==> src/rtl/ftdi_tx_scheduler_pkg.sv <==
// Shared constants for the FT600 245-sync write-side scheduler and its arbiter.
// The read-side controller is expected to reuse the state and grant encodings.
package ftdi_tx_scheduler_pkg;

  localparam int FT_DATA_W = 32;
  localparam int FT_BE_W   = 4;

  localparam logic [1:0] ST_IDLE = 2'd0;
  localparam logic [1:0] ST_ARB  = 2'd1;
  localparam logic [1:0] ST_XFER = 2'd2;
  localparam logic [1:0] ST_GAP  = 2'd3;

  typedef logic [1:0] grant_t;

  localparam grant_t GRANT_NONE = 2'b00;
  localparam grant_t GRANT_REQ0 = 2'b01;
  localparam grant_t GRANT_REQ1 = 2'b10;

endpackage

==> src/rtl/ftdi_tx_scheduler_rr_arbiter_2.sv <==
// Two-way round-robin arbiter: combinational grant, last_grant advanced only when
// the scheduler commits a grant in ARB.
module rr_arbiter_2
  import ftdi_tx_scheduler_pkg::*;
(
  input  logic   clk_in,
  input  logic   rst_in,
  input  logic   [1:0] req,
  input  logic   advance,
  output grant_t grant
);

  grant_t last_grant;

  always_comb begin
    grant = GRANT_NONE;
    if (req == 2'b11) begin
      grant = (last_grant == GRANT_REQ0) ? GRANT_REQ1 : GRANT_REQ0;
    end else if (req[0]) begin
      grant = GRANT_REQ0;
    end else if (req[1]) begin
      grant = GRANT_REQ1;
    end
  end

  // Reset to req1 so that req0 wins the first contended grant.
  always_ff @(posedge clk_in or negedge rst_in) begin
    if (!rst_in) begin
      last_grant <= GRANT_REQ1;
    end else if (advance && (grant != GRANT_NONE)) begin
      last_grant <= grant;
    end
  end

endmodule

==> src/rtl/ftdi_tx_scheduler.sv <==
// FT600 245-sync write scheduler: shares DATA/BE/WR_N between a bulk FIFO (req0)
// and a status FIFO (req1) with round-robin, length-bounded bursts.
//   state | meaning
//   IDLE  | bus released, wait for TXE_N low and a non-empty request
//   ARB   | pick owner, pop its head into data_out, drive the bus
//   XFER  | present held word; on acceptance load the next one back-to-back
//   GAP   | bus released for GAP_CYC cycles before the next arbitration
module ftdi_tx_scheduler
  import ftdi_tx_scheduler_pkg::*;
#(
  parameter int DATA_W    = FT_DATA_W,
  parameter int BE_W      = FT_BE_W,
  parameter int BURST_MAX = 256,
  parameter int GAP_CYC   = 2
) (
  input  logic              clk_in,
  input  logic              rst_in,
  input  logic [DATA_W-1:0] req0_data_in,
  input  logic              req0_empty_in,
  output logic              req0_rd_en_out,
  input  logic [DATA_W-1:0] req1_data_in,
  input  logic              req1_empty_in,
  output logic              req1_rd_en_out,
  input  logic              txe_n_in,
  output logic [DATA_W-1:0] data_out,
  output logic [BE_W-1:0]   be_out,
  output logic              data_oe_out,
  output logic              wr_n_out,
  output logic [1:0]        grant_out,
  output logic [15:0]       words_out
);

  localparam int CNT_W = $clog2(BURST_MAX + 1);
  localparam int GAP_W = $clog2(GAP_CYC + 1);
  localparam logic [CNT_W-1:0] BURST_CNT = CNT_W'(BURST_MAX);

  logic [1:0]        state;
  logic [CNT_W-1:0]  burst_cnt;
  logic [CNT_W-1:0]  burst_inc;
  logic [GAP_W-1:0]  gap_cnt;
  grant_t            arb_grant;
  grant_t            pop;
  logic              accept;
  logic              owner_empty;
  logic              load_next;
  logic [DATA_W-1:0] pop_data;

  rr_arbiter_2 u_arb (
    .clk_in  (clk_in),
    .rst_in  (rst_in),
    .req     ({~req1_empty_in, ~req0_empty_in}),
    .advance (state == ST_ARB),
    .grant   (arb_grant)
  );

  assign accept      = (state == ST_XFER) && !wr_n_out && !txe_n_in;
  assign owner_empty = grant_out[1] ? req1_empty_in : (grant_out[0] ? req0_empty_in : 1'b1);
  assign burst_inc   = burst_cnt + 1'b1;
  assign load_next   = accept && (burst_inc < BURST_CNT) && !owner_empty;

  // A FIFO is popped only in the cycle its head is captured into data_out.
  assign pop            = (state == ST_ARB) ? arb_grant : (load_next ? grant_t'(grant_out) : GRANT_NONE);
  assign req0_rd_en_out = pop[0];
  assign req1_rd_en_out = pop[1];
  assign pop_data       = pop[1] ? req1_data_in : req0_data_in;

  always_ff @(posedge clk_in or negedge rst_in) begin
    if (!rst_in) begin
      state       <= ST_IDLE;
      burst_cnt   <= '0;
      gap_cnt     <= '0;
      data_out    <= '0;
      be_out      <= '0;
      data_oe_out <= 1'b0;
      wr_n_out    <= 1'b1;
      grant_out   <= GRANT_NONE;
      words_out   <= '0;
    end else begin
      if (accept) begin
        words_out <= words_out + 16'd1;
      end
      case (state)
        ST_IDLE: begin
          if (!txe_n_in && (!req0_empty_in || !req1_empty_in)) begin
            state <= ST_ARB;
          end
        end
        ST_ARB: begin
          burst_cnt <= '0;
          if (arb_grant != GRANT_NONE) begin
            grant_out   <= arb_grant;
            data_out    <= pop_data;
            be_out      <= '1;
            data_oe_out <= 1'b1;
            wr_n_out    <= txe_n_in;
            state       <= ST_XFER;
          end else begin
            state <= ST_IDLE;
          end
        end
        ST_XFER: begin
          if (accept) begin
            burst_cnt <= burst_inc;
            if (load_next) begin
              data_out <= pop_data;
            end else begin
              wr_n_out    <= 1'b1;
              data_oe_out <= 1'b0;
              be_out      <= '0;
              grant_out   <= GRANT_NONE;
              gap_cnt     <= GAP_W'(GAP_CYC - 1);
              state       <= ST_GAP;
            end
          end else begin
            // Held word stays in data_out; WR_N follows TXE_N until it is taken.
            wr_n_out <= txe_n_in;
          end
        end
        ST_GAP: begin
          burst_cnt <= '0;
          if (gap_cnt == '0) begin
            state <= ST_IDLE;
          end else begin
            gap_cnt <= gap_cnt - 1'b1;
          end
        end
        default: state <= ST_IDLE;
      endcase
    end
  end

endmodule
==> config.mk <==
export PLATFORM = sky130hd
export DESIGN_NAME = ftdi_tx_scheduler
export DESIGN_NICKNAME = d
export VERILOG_FILES = /design/src/rtl/ftdi_tx_scheduler_pkg.sv /design/src/rtl/ftdi_tx_scheduler_rr_arbiter_2.sv /design/src/rtl/ftdi_tx_scheduler.sv
export SDC_FILE = /design/constraint.sdc
export NUM_CORES = 1
export LEC_CHECK = 0
export BUFFER_PORTS_ARGS = -buffer_cell sky130_fd_sc_hd__buf_4
export CORE_MARGIN = 4
export CORE_UTILIZATION = 40
export CTS_BUF_LIST = sky130_fd_sc_hd__clkbuf_8
export DETAILED_ROUTE_END_ITERATION = 10
export PLACE_DENSITY = 0.67
export SYNTH_ARGS = -nofsm -noshare
export SYNTH_HDL_FRONTEND = slang
export SYNTH_SLANG_ARGS = --single-unit
==> constraint.sdc <==
create_clock -name clk_in -period 2.5 [get_ports clk_in]
set_input_delay 0.25 -clock clk_in [delete_from_list [all_inputs] [get_ports clk_in]]
set_output_delay 0.25 -clock clk_in [all_outputs]
set_load 0.01 [all_outputs]
==> results.json, run 1 <==
{
  "drv_cap": 0,
  "overflow": 0,
  "synth_seq_area_share_pct": 47.7,
  "cts_tree": "built",
  "clock.fmax_mhz": 407,
  "insertion_delay_ps": 340,
  "drt_first_pass_iters": 4,
  "cts_sinks": 67,
  "status": "completed",
  "reg2reg_setup_slack_ps": 70,
  "synth_flop_cell": "dfrtp_1",
  "p_comb_share_pct": 49.6,
  "fin_worst_skew_ps": 14.6,
  "crit_path_end_kind": "output pin",
  "portBuffers": 126,
  "critPathRequiredTime_ps": 2250,
  "hold_path_class": "in2async",
  "synth.avg_cell_area_um2": 9.35,
  "cts-root-buf": "clkbuf_8",
  "dp_hpwl_um": 7200,
  "grt_pass1_wl_um": 16100,
  "wl_um": 10300,
  "r2r-end": "data_out[10]$_DFFE_PN0P_",
  "top_layer_used": "met4",
  "slew_headroom_pct": 35.7,
  "fin_total_pwr_mw": 5.18,
  "vias_per_cell": 5.48,
  "cp_max_fo": 5,
  "yosysTopAreaCell": "dfrtp_1",
  "fin_crit_ps": 2460,
  "syn-num-nets": 453,
  "ir_worst_vdd_v": 0.000456,
  "synth_most_common_cell": "dfrtp_1",
  "p_per_area_nw_per_um2": 1050,
  "synthCells": 377,
  "first_iter_violations": 190,
  "grtUsageTotal_pct": 19.5,
  "antenna_found_initial": 0,
  "yosysTopAreaCellShare_pct": 46.2,
  "die_x_um": 102,
  "finalSetupViolCount": 0,
  "num_vias": 3438,
  "ys_top_cells_by_count": "dfrtp_1, nand3_1, o21ai_0",
  "wire_per_inst_um": 16.5,
  "synth.area.top_cells": "dfrtp_1, nand3_1, o21ai_0, a31oi_1, a21oi_1",
  "ios": 127,
  "power_switching_share_pct": 40.9,
  "dp_cells": 596,
  "ys_ff_latch": 67,
  "cts_max_level": 3,
  "hold_viol_final": 0,
  "arrival_ps": 2210,
  "layout-drive-gt1-share_pct": 37.7,
  "final_cells": 627,
  "drcViolationCount": 0,
  "syn_to_final_growth_pct": 40.3,
  "ant_nets": 0,
  "netlist_area_um2": 3520,
  "synth-edff-count": 0,
  "p_clk_share_pct": 16.5,
  "internal_power_mw": 3.06,
  "fillers": 733,
  "grt_pass1_vias": 3364,
  "multi_input_area_um2": 1710,
  "wl_met1_um": 4220,
  "start_util_pct": 42.0,
  "diodes": 0,
  "clk_pin_slew_ps": 80,
  "p_leak_nw": 2.28,
  "drv_slew": 0,
  "ys_async_sr_fraction_pct": 100,
  "die_area_um2": 10400,
  "core_um2": 8380,
  "finalCritPeriodShare_pct": 98.3,
  "ys_warn_count": 0,
  "die_h_um": 102,
  "p_sw_mw": 2.12,
  "cts_buffers": 9,
  "crit_path_end": "req1_rd_en_out",
  "pwr-share-seq_pct": 34.0,
  "nets": 593,
  "startpoint_type": "flop",
  "clk_path_buf_depth": 2,
  "met3_length_um": 850,
  "ys_types": 49,
  "ctsHoldBuffers": 0,
  "wl_met2_um": 5110,
  "worst_pin_slew_ps": 965,
  "fp-row-count": 33,
  "grt_max_degree": 68,
  "worstSetupPathType": "reg2out",
  "gp_congestion": 0.835,
  "regArea_um2": 1680,
  "r2r_cells": 10
}
layout by cell type (no fill, tap or decap), types with 2 or more instances in the layout:
cell          n
inv_2         2
nand4_1       6
a21oi_1      37
a31oi_1      32
o21ai_2       3
clkinvlp_4    2
o41ai_1       2
o21ai_1       2
and3_1        2
dfstp_2       2
nor2_1       16
o21ai_0      41
o21a_1        2
buf_4       154
inv_1         8
xor2_1        6
nand3_1      45
a32o_1        2
ha_1          4
xnor2_1      13
ha_2          2
or3_1         2
clkbuf_8     11
dfrtp_1      65
nor2b_1       2
nor3_1        3
nand2_1      21
buf_6         2
power groups by stage:
stage	sequential [mW]	combinational (mW)	clock (mW)
after floorplan	1.85	1.37	0
after global placement	1.76	2.44	0
after detailed placement	1.77	2.50	0
after CTS	1.75	2.53	0.873
after global routing	1.81	2.85	0.910
final	1.76	2.57	0.854
per-layer routing:
metal	up-vias	track usage [%]
met5	-	0
met3	13	5.53
met2	137	33.0
met1	1625	24.1
li1	1663	-
met4	0	6.76
sequential cells by signal, indices dropped and copies added (netlist names), named ones only:
name / cells
data_out: 32
words_out: 16
be_out: 1
gap_cnt: 2
u_arb.last_grant: 2
wr_n_out: 1
burst_cnt: 9
grant_out: 2
state: 1
worst max-delay path, cell delays in order (launching register included):
cell and delay (ps):
dfrtp_1 430, inv_2 80, ha_4 160, or4bb_4 540, nor4_4 370, nor2_4 110, nand2_2 80, buf_6 110
how the worst min path moves through the flow:
stage                                          end  slack [ps]
after detailed placement                 async pin         420
after floorplan                          async pin         -50
after global routing      words_out[4]$_DFFE_PN0P_          90
after global placement      gap_cnt[1]$_DFFE_PN0P_         420
after CTS                 grant_out[1]$_DFFE_PN0P_          40
final                     burst_cnt[4]$_DFFE_PN0P_          10
cells by family (layout without fill, tap and decap cells):
logic type	after synthesis	in the layout	share of synthesized area, %
adders and majority gates	7	7	2.49
buffers and inverters	38	182	5.68
DFF	67	67	47.7
AOI/OAI and AO/OA	132	132	22.2
xor gates and xnor gates	19	19	4.72
and+or+nand+nor	112	113	16.6
muxes	2	2	0.604
cell type report:
type,count,share of cell area (%)
inverter,9,0.684
timing repair buffer,157,24.3
clock buffer,11,3.06
multi-input combinational,273,34.6
sequential,67,34.0
tap,105,2.66
clock inverter,5,0.734
stage by stage:
stage                     TNS, ps  utilization (%)  hold slack [ps]  area, um2  setup WS (ps)
after floorplan                 0                -            -45.6       3520            303
after global placement          0             54.8              417       4590            222
after detailed placement        0             54.8              418       4590            134
after CTS                       0             57.4             38.7       4810          0.957
after global routing        -53.9             59.0             85.8       4940          -21.9
final                           0             59.0             14.1       4940           41.3
timing repair:
action,CTS,global route
setup endpoints to repair,2,2
resized for setup,3,11
pin swaps,0,4
setup buffers,2,12
cloned,0,1
No activity file was read; power rests on OpenSTA's default activity.
==> inputs of run 2 (changes only) <==
--- a/config.mk
+++ b/config.mk
@@ -6,6 +6,7 @@
 export NUM_CORES = 1
 export LEC_CHECK = 0
 export BUFFER_PORTS_ARGS = -buffer_cell sky130_fd_sc_hd__buf_4
+export CORE_ASPECT_RATIO = 0.6
 export CORE_MARGIN = 4
 export CORE_UTILIZATION = 40
 export CTS_BUF_LIST = sky130_fd_sc_hd__clkbuf_8
==> results.json, run 2 (synthesis results as in run 1) <==
{
  "largestRegisters": "data_out (32), words_out (16), burst_cnt (9)",
  "final_cells": 621,
  "die_x_um": 129,
  "cp_max_fo": 8,
  "start_util_pct": 41.2,
  "clk_pin_slew_ps": 70,
  "portBuffers": 126,
  "hold_path_class": "in2async",
  "gp_congestion": 0.867,
  "diodes": 0,
  "largest_reg_flops": 32,
  "die_area_um2": 10400,
  "ios": 127,
  "grtUsageTotal_pct": 19.6,
  "grt_max_degree": 68,
  "fin_total_pwr_mw": 5.24,
  "fp-row-count": 26,
  "ant_nets": 0,
  "place_area_um2": 4620,
  "r2r_cells": 10,
  "drv_slew": 0,
  "fin_util_pct": 57.6,
  "grtUsageMet3_pct": 5.58,
  "wl_um": 10100,
  "tns_ps": 0,
  "overflow": 0,
  "startpoint_type": "flop",
  "holdWs_ps": -11.5,
  "status": "finished, violations left",
  "cts_buffers": 9,
  "core_um2": 8560,
  "insertion_delay_ps": 360,
  "drcViolationCount": 0,
  "grt_pass1_vias": 3199,
  "met1_usage_pct": 28.7,
  "fin_worst_skew_ps": 14.2,
  "finalSetupViolCount": 0,
  "cts-root-buf": "clkbuf_8",
  "drt_first_pass_iters": 4,
  "r2r-end": "data_out[22]$_DFFE_PN0P_",
  "clock.fmax_mhz": 421,
  "violations": "negative hold slack",
  "worstSetupPathType": "reg2out",
  "num_vias": 3418,
  "cts_tree": "built",
  "p_per_area_nw_per_um2": 1060,
  "cts_max_level": 3,
  "rsz0062_at_grt": "false",
  "drv_cap": 0,
  "hold_viol_final": 9,
  "wire_per_inst_um": 16.3,
  "dp_hpwl_um": 7180,
  "vias_per_cell": 5.50,
  "most-common-layout-cells": "buf_4, dfrtp_1, nand3_1, o21ai_0, a21oi_1",
  "cts_sinks": 67,
  "fin_crit_ps": 2370,
  "clk_path_buf_depth": 2,
  "arrival_ps": 2120,
  "critPathRequiredTime_ps": 2250,
  "nets": 580,
  "design_area_um2": 4930,
  "final_common_cell": "buf_4",
  "die_h_um": 80.7,
  "busiest_layer": "met1",
  "worst_pin_slew_ps": 846,
  "first_iter_violations": 250,
  "crit_path_end_kind": "output pin",
  "slew_headroom_pct": 43.6,
  "finalCritPeriodShare_pct": 95.0,
  "dp_cells": 599,
  "regMostFlops": "data_out",
  "syn_to_final_growth_pct": 39.8,
  "grt_pass1_wl_um": 16100,
  "p_leak_nw": 2.25,
  "antenna_found_initial": 0,
  "use_met2_pct": 28.3,
  "layout-drive-gt1-share_pct": 36.7,
  "reg2reg_setup_slack_ps": 200,
  "ir_worst_vdd_v": 0.000798
}
-- run 2: cell count changes in the layout (fill, tap and decap cells not counted), sizes merged --
cell    before  now
inv         11   10
nor2        18   17
clkbuf      11    9
buf        157  145
clkinv       1    3
bufinv       0    1
-- run 2: layout make-up --
type / count / area, um2
Fill cell: 759 / 3630
Clock buffer: 9 / 124
Sequential cell: 67 / 1680
Tap cell: 112 / 140
Inverter: 9 / 33.8
Multi-Input combinational cell: 272 / 1730
Clock inverter: 7 / 76.3
Timing Repair Buffer: 145 / 1140
-- run 2: worst max path at each step --
stage                                   from  cells after the start                        to  slack [ps]
floorplan               state[0]$_DFFE_PN0P_                      9            req1_rd_en_out         300
global placement        state[0]$_DFFE_PN0P_                      9  data_out[20]$_DFFE_PN0P_         240
detailed placement      state[0]$_DFFE_PN0P_                      8  burst_cnt[5]$_DFFE_PN0P_         130
CTS                     state[0]$_DFFE_PN0P_                      7            req0_rd_en_out          10
global route        burst_cnt[3]$_DFFE_PN0P_                      5            req0_rd_en_out          10
finish              burst_cnt[3]$_DFFE_PN0P_                      5            req0_rd_en_out         130
-- run 2: stage by stage --
stage	setup slack (ps)	hold slack, ps
after global routing	14.8	65.5
final	126	-11.5
after detailed placement	132	415
after CTS	9.96	16.9
after floorplan	303	-45.6
after global placement	243	420
-- run 2: where the power goes --
group / switching [mW] / internal (mW)
Sequential: 0.274 / 1.48
Combinational: 1.41 / 1.17
Clock: 0.448 / 0.465
-- run 2: repair_timing --
action                                  CTS  global route
buffers inserted                          0             6
endpoints found under the setup margin    2             2
resized for setup                         7             8
hold buffers                              0             0
pin swaps                                 0             3
-- run 2: critical path, cell delays in order, from the launching register on --
cell     delay [ps]
dfrtp_1         430
nand4_2         270
o21a_2          330
or3_4           430
o21ai_2         170
buf_4           140
-- run 2: layer usage --
layer | part of all wire, % | wire, um | vias up
met1 | 47 | 4720 | 1635
met2 | 43 | 4380 | 138
li1 | - | - | 1633
met3 | 8.8 | 891 | 12
met4 | 0.98 | 99 | 0
met5 | 0 | 0 | -
==> inputs of run 3 (changes only) <==
--- a/config.mk
+++ b/config.mk
@@ -5,13 +5,15 @@
 export SDC_FILE = /design/constraint.sdc
 export NUM_CORES = 1
 export LEC_CHECK = 0
+export ABC_CLOCK_PERIOD_IN_PS = 2500
 export BUFFER_PORTS_ARGS = -buffer_cell sky130_fd_sc_hd__buf_4
 export CORE_ASPECT_RATIO = 0.6
 export CORE_MARGIN = 4
 export CORE_UTILIZATION = 40
 export CTS_BUF_LIST = sky130_fd_sc_hd__clkbuf_8
 export DETAILED_ROUTE_END_ITERATION = 10
-export PLACE_DENSITY = 0.67
+export PLACE_DENSITY = 0.66
 export SYNTH_ARGS = -nofsm -noshare
 export SYNTH_HDL_FRONTEND = slang
+export SYNTH_HIERARCHICAL = 1
 export SYNTH_SLANG_ARGS = --single-unit
==> results.json, run 3 <==
{
  "status": "finished, violations left",
  "violations": "negative hold slack",
  "synth.area.top_cells": "dfrtp_1, mux2i_1, a21oi_2, nor2_1, xnor2_1",
  "synth.avg_cell_area_um2": 10.7,
  "ys_top_cells_by_count": "dfrtp_1, nor2_1, mux2i_1",
  "final_common_cell": "buf_4",
  "insertion_delay_ps": 340,
  "critPathRequiredTime_ps": 2720,
  "gp_congestion": 0.811,
  "wl_um": 8750,
  "internal_power_mw": 3.33,
  "arrival_ps": 2600,
  "rsz0062_at_grt": "false",
  "hold_viol_final": 1,
  "drt_first_pass_iters": 4,
  "startpoint": "state[0]$_DFFE_PN0P_",
  "layout-drive-gt1-share_pct": 43.9,
  "top_layer_used": "met4",
  "cp_max_fo": 15,
  "worstSetupPathType": "reg2reg",
  "die_x_um": 130,
  "yosysTopAreaCellShare_pct": 45.6,
  "holdWs_ps": -2.93,
  "synth_top_family_by_area": "simple AND/OR/NAND/NOR gates",
  "synth_most_common_cell": "dfrtp_1",
  "ant_nets": 0,
  "synth_flop_cell": "dfrtp_1",
  "met3_length_um": 596,
  "p_per_area_nw_per_um2": 1100,
  "vias_per_cell": 4.95,
  "num_vias": 2923,
  "wl_met1_um": 4290,
  "crit_buf_inv": 4,
  "drv_slew": 0,
  "first_iter_violations": 175,
  "synth_seq_area_share_pct": 47.1,
  "tns_ps": 0,
  "cts_tree": "built",
  "clk_path_buf_depth": 2,
  "fin_crit_ps": 2380,
  "regMostFlops": "data_out",
  "core_um2": 8590,
  "p_clk_share_pct": 16.5,
  "r2r_start": "state[0]$_DFFE_PN0P_",
  "synth-edff-count": 0,
  "wl_met2_um": 3840,
  "grt_max_degree": 68,
  "grt_pass1_vias": 2802,
  "netlist_area_um2": 3570,
  "wire_per_inst_um": 14.8,
  "cts-root-buf": "clkbuf_8",
  "cts_max_level": 3,
  "synthMuxAreaShare_pct": 9.89,
  "slew_headroom_pct": 44.8,
  "die_h_um": 81.2,
  "synthSimpleGateAreaFrac_pct": 16.6,
  "p_sw_mw": 2.15,
  "grtUsageTotal_pct": 17.2,
  "startpoint_type": "flop",
  "syn_to_final_growth_pct": 39.0,
  "diodes": 0,
  "hold_path_class": "in2async",
  "drcViolationCount": 0,
  "synth_compound_area_share_pct": 14.1,
  "fin_util_pct": 57.7,
  "max_stage_delay_ps": 450,
  "syn-num-nets": 410,
  "fp-row-count": 26,
  "finalSetupViolCount": 0,
  "start_util_pct": 41.5,
  "portBuffers": 126,
  "cts_sinks": 67,
  "antenna_found_initial": 0,
  "largestRegisters": "data_out (32), words_out (16), burst_cnt (9)",
  "synth_xor_area_share_pct": 5.16,
  "largest_reg_flops": 32,
  "ys_warn_count": 6,
  "worst_pin_slew_ps": 828,
  "clk_pin_slew_ps": 80,
  "p_leak_nw": 2.24,
  "ios": 127,
  "pwr-share-seq_pct": 31.9,
  "p_comb_share_pct": 51.6,
  "synthAdderAreaFrac_pct": 2.46,
  "design_area_um2": 4960,
  "place_area_um2": 4640,
  "ys_ff_latch": 67,
  "cpMaxStageDelayCell": "dfrtp_2",
  "path_delay_family": "buffers and inverters",
  "ys_types": 49,
  "clock.fmax_mhz": 421,
  "power_switching_share_pct": 39.2,
  "drv_cap": 0,
  "dp_hpwl_um": 6360,
  "fin_worst_skew_ps": 7.98,
  "ir_worst_vdd_v": 0.000463,
  "nets": 549,
  "most-common-layout-cells": "buf_4, dfrtp_1, nor2_1, mux2i_1, a21oi_2",
  "die_area_um2": 10500,
  "cts_buffers": 9,
  "yosysTopAreaCell": "dfrtp_1",
  "synthCells": 334,
  "finalCritPeriodShare_pct": 95.1,
  "overflow": 0,
  "grt_pass1_wl_um": 14100,
  "ys_async_sr_fraction_pct": 100,
  "worstPathCellList": "inv_2, ha_4, nor3b_4, buf_4, nand3b_1, o31ai_4, buf_6, bufbuf_16, mux2i_1, a21oi_2",
  "crit_path_end_kind": "flop"
}
-- run 3: changes by cell type in the layout (fill, tap and decap cells not counted), sizes merged, moves of 4 or more --
cell	change
mux2i	+32
a31oi	-31
nand3	-36
o21ai	-38
nor2	+36
a22o	+4
-- run 3: metal layers --
layer / GRT usage [%] / vias to the layer above
met5: 0 / -
met4: 5.29 / 0
met3: 5.26 / 2
met2: 24.6 / 80
met1: 24.9 / 1401
li1: - / 1440
-- run 3: cells by family after synthesis --
family                   after synthesis
AO/OA/AOI/OAI                         62
adder cells (fa/ha/maj)                7
AND/OR/NAND/NOR                      118
buffers and inverters                 24
flip-flops                            67
multiplexers                          35
XOR/XNOR                              21
-- run 3: path summary, 6_finish.rpt --
kind	cells after the start	to	slack [ps]
worst max register to register	10	data_out[26]$_DFFE_PN0P_	120
min in group clk_in	3	data_out[30]$_DFFE_PN0P_	210
worst min-delay path	1	words_out[7]$_DFFE_PN0P_	-3
worst min register to register	1	words_out[15]$_DFFE_PN0P_	480
worst max-delay path	10	data_out[26]$_DFFE_PN0P_	120
max in group asynchronous	1	state[0]$_DFFE_PN0P_	1890
-- run 3: per-stage QoR --
step,power (mW),cells,setup slack (ps)
2_1_floorplan,3.52,334,280
3_3_place_gp,4.39,569,172
3_5_place_dp,4.48,569,101
4_1_cts,5.49,588,-22.2
5_1_grt,5.90,590,9.51
6_report,5.47,590,123
-- run 3: area by class of cell --
cell class | count | area [um2]
clock buffers | 10 | 138
clock inverters | 6 | 65.1
fillers | 762 | 3630
inverters | 9 | 33.8
multi-input cells | 243 | 1750
flip-flops and latches | 67 | 1680
well taps | 112 | 140
repair buffers | 143 | 1150
-- run 3: timing repair --
item                                    CTS  global route
gates cloned                              1             0
endpoints found under the setup margin    2            29
hold buffers                              0             0
pin swaps                                 1             3
resized for setup                         5             4
setup buffers                             2             2
-- run 3: power by group through the flow --
stage | Combinational [mW] | Clock, mW | Sequential (mW)
after floorplan | 1.67 | 0 | 1.85
after global placement | 2.64 | 0 | 1.75
after detailed placement | 2.72 | 0 | 1.76
after CTS | 2.81 | 0.943 | 1.75
after global routing | 3.11 | 0.988 | 1.80
final | 2.82 | 0.904 | 1.75
-- run 3: worst register-to-register path, stage by stage, from the launching register on --
cell	delay, ps
dfrtp_2	450
inv_2	100
ha_4	160
nor3b_4	200
buf_4	170
nand3b_1	120
o31ai_4	280
buf_6	160
bufbuf_16	300
mux2i_1	250
a21oi_2	80
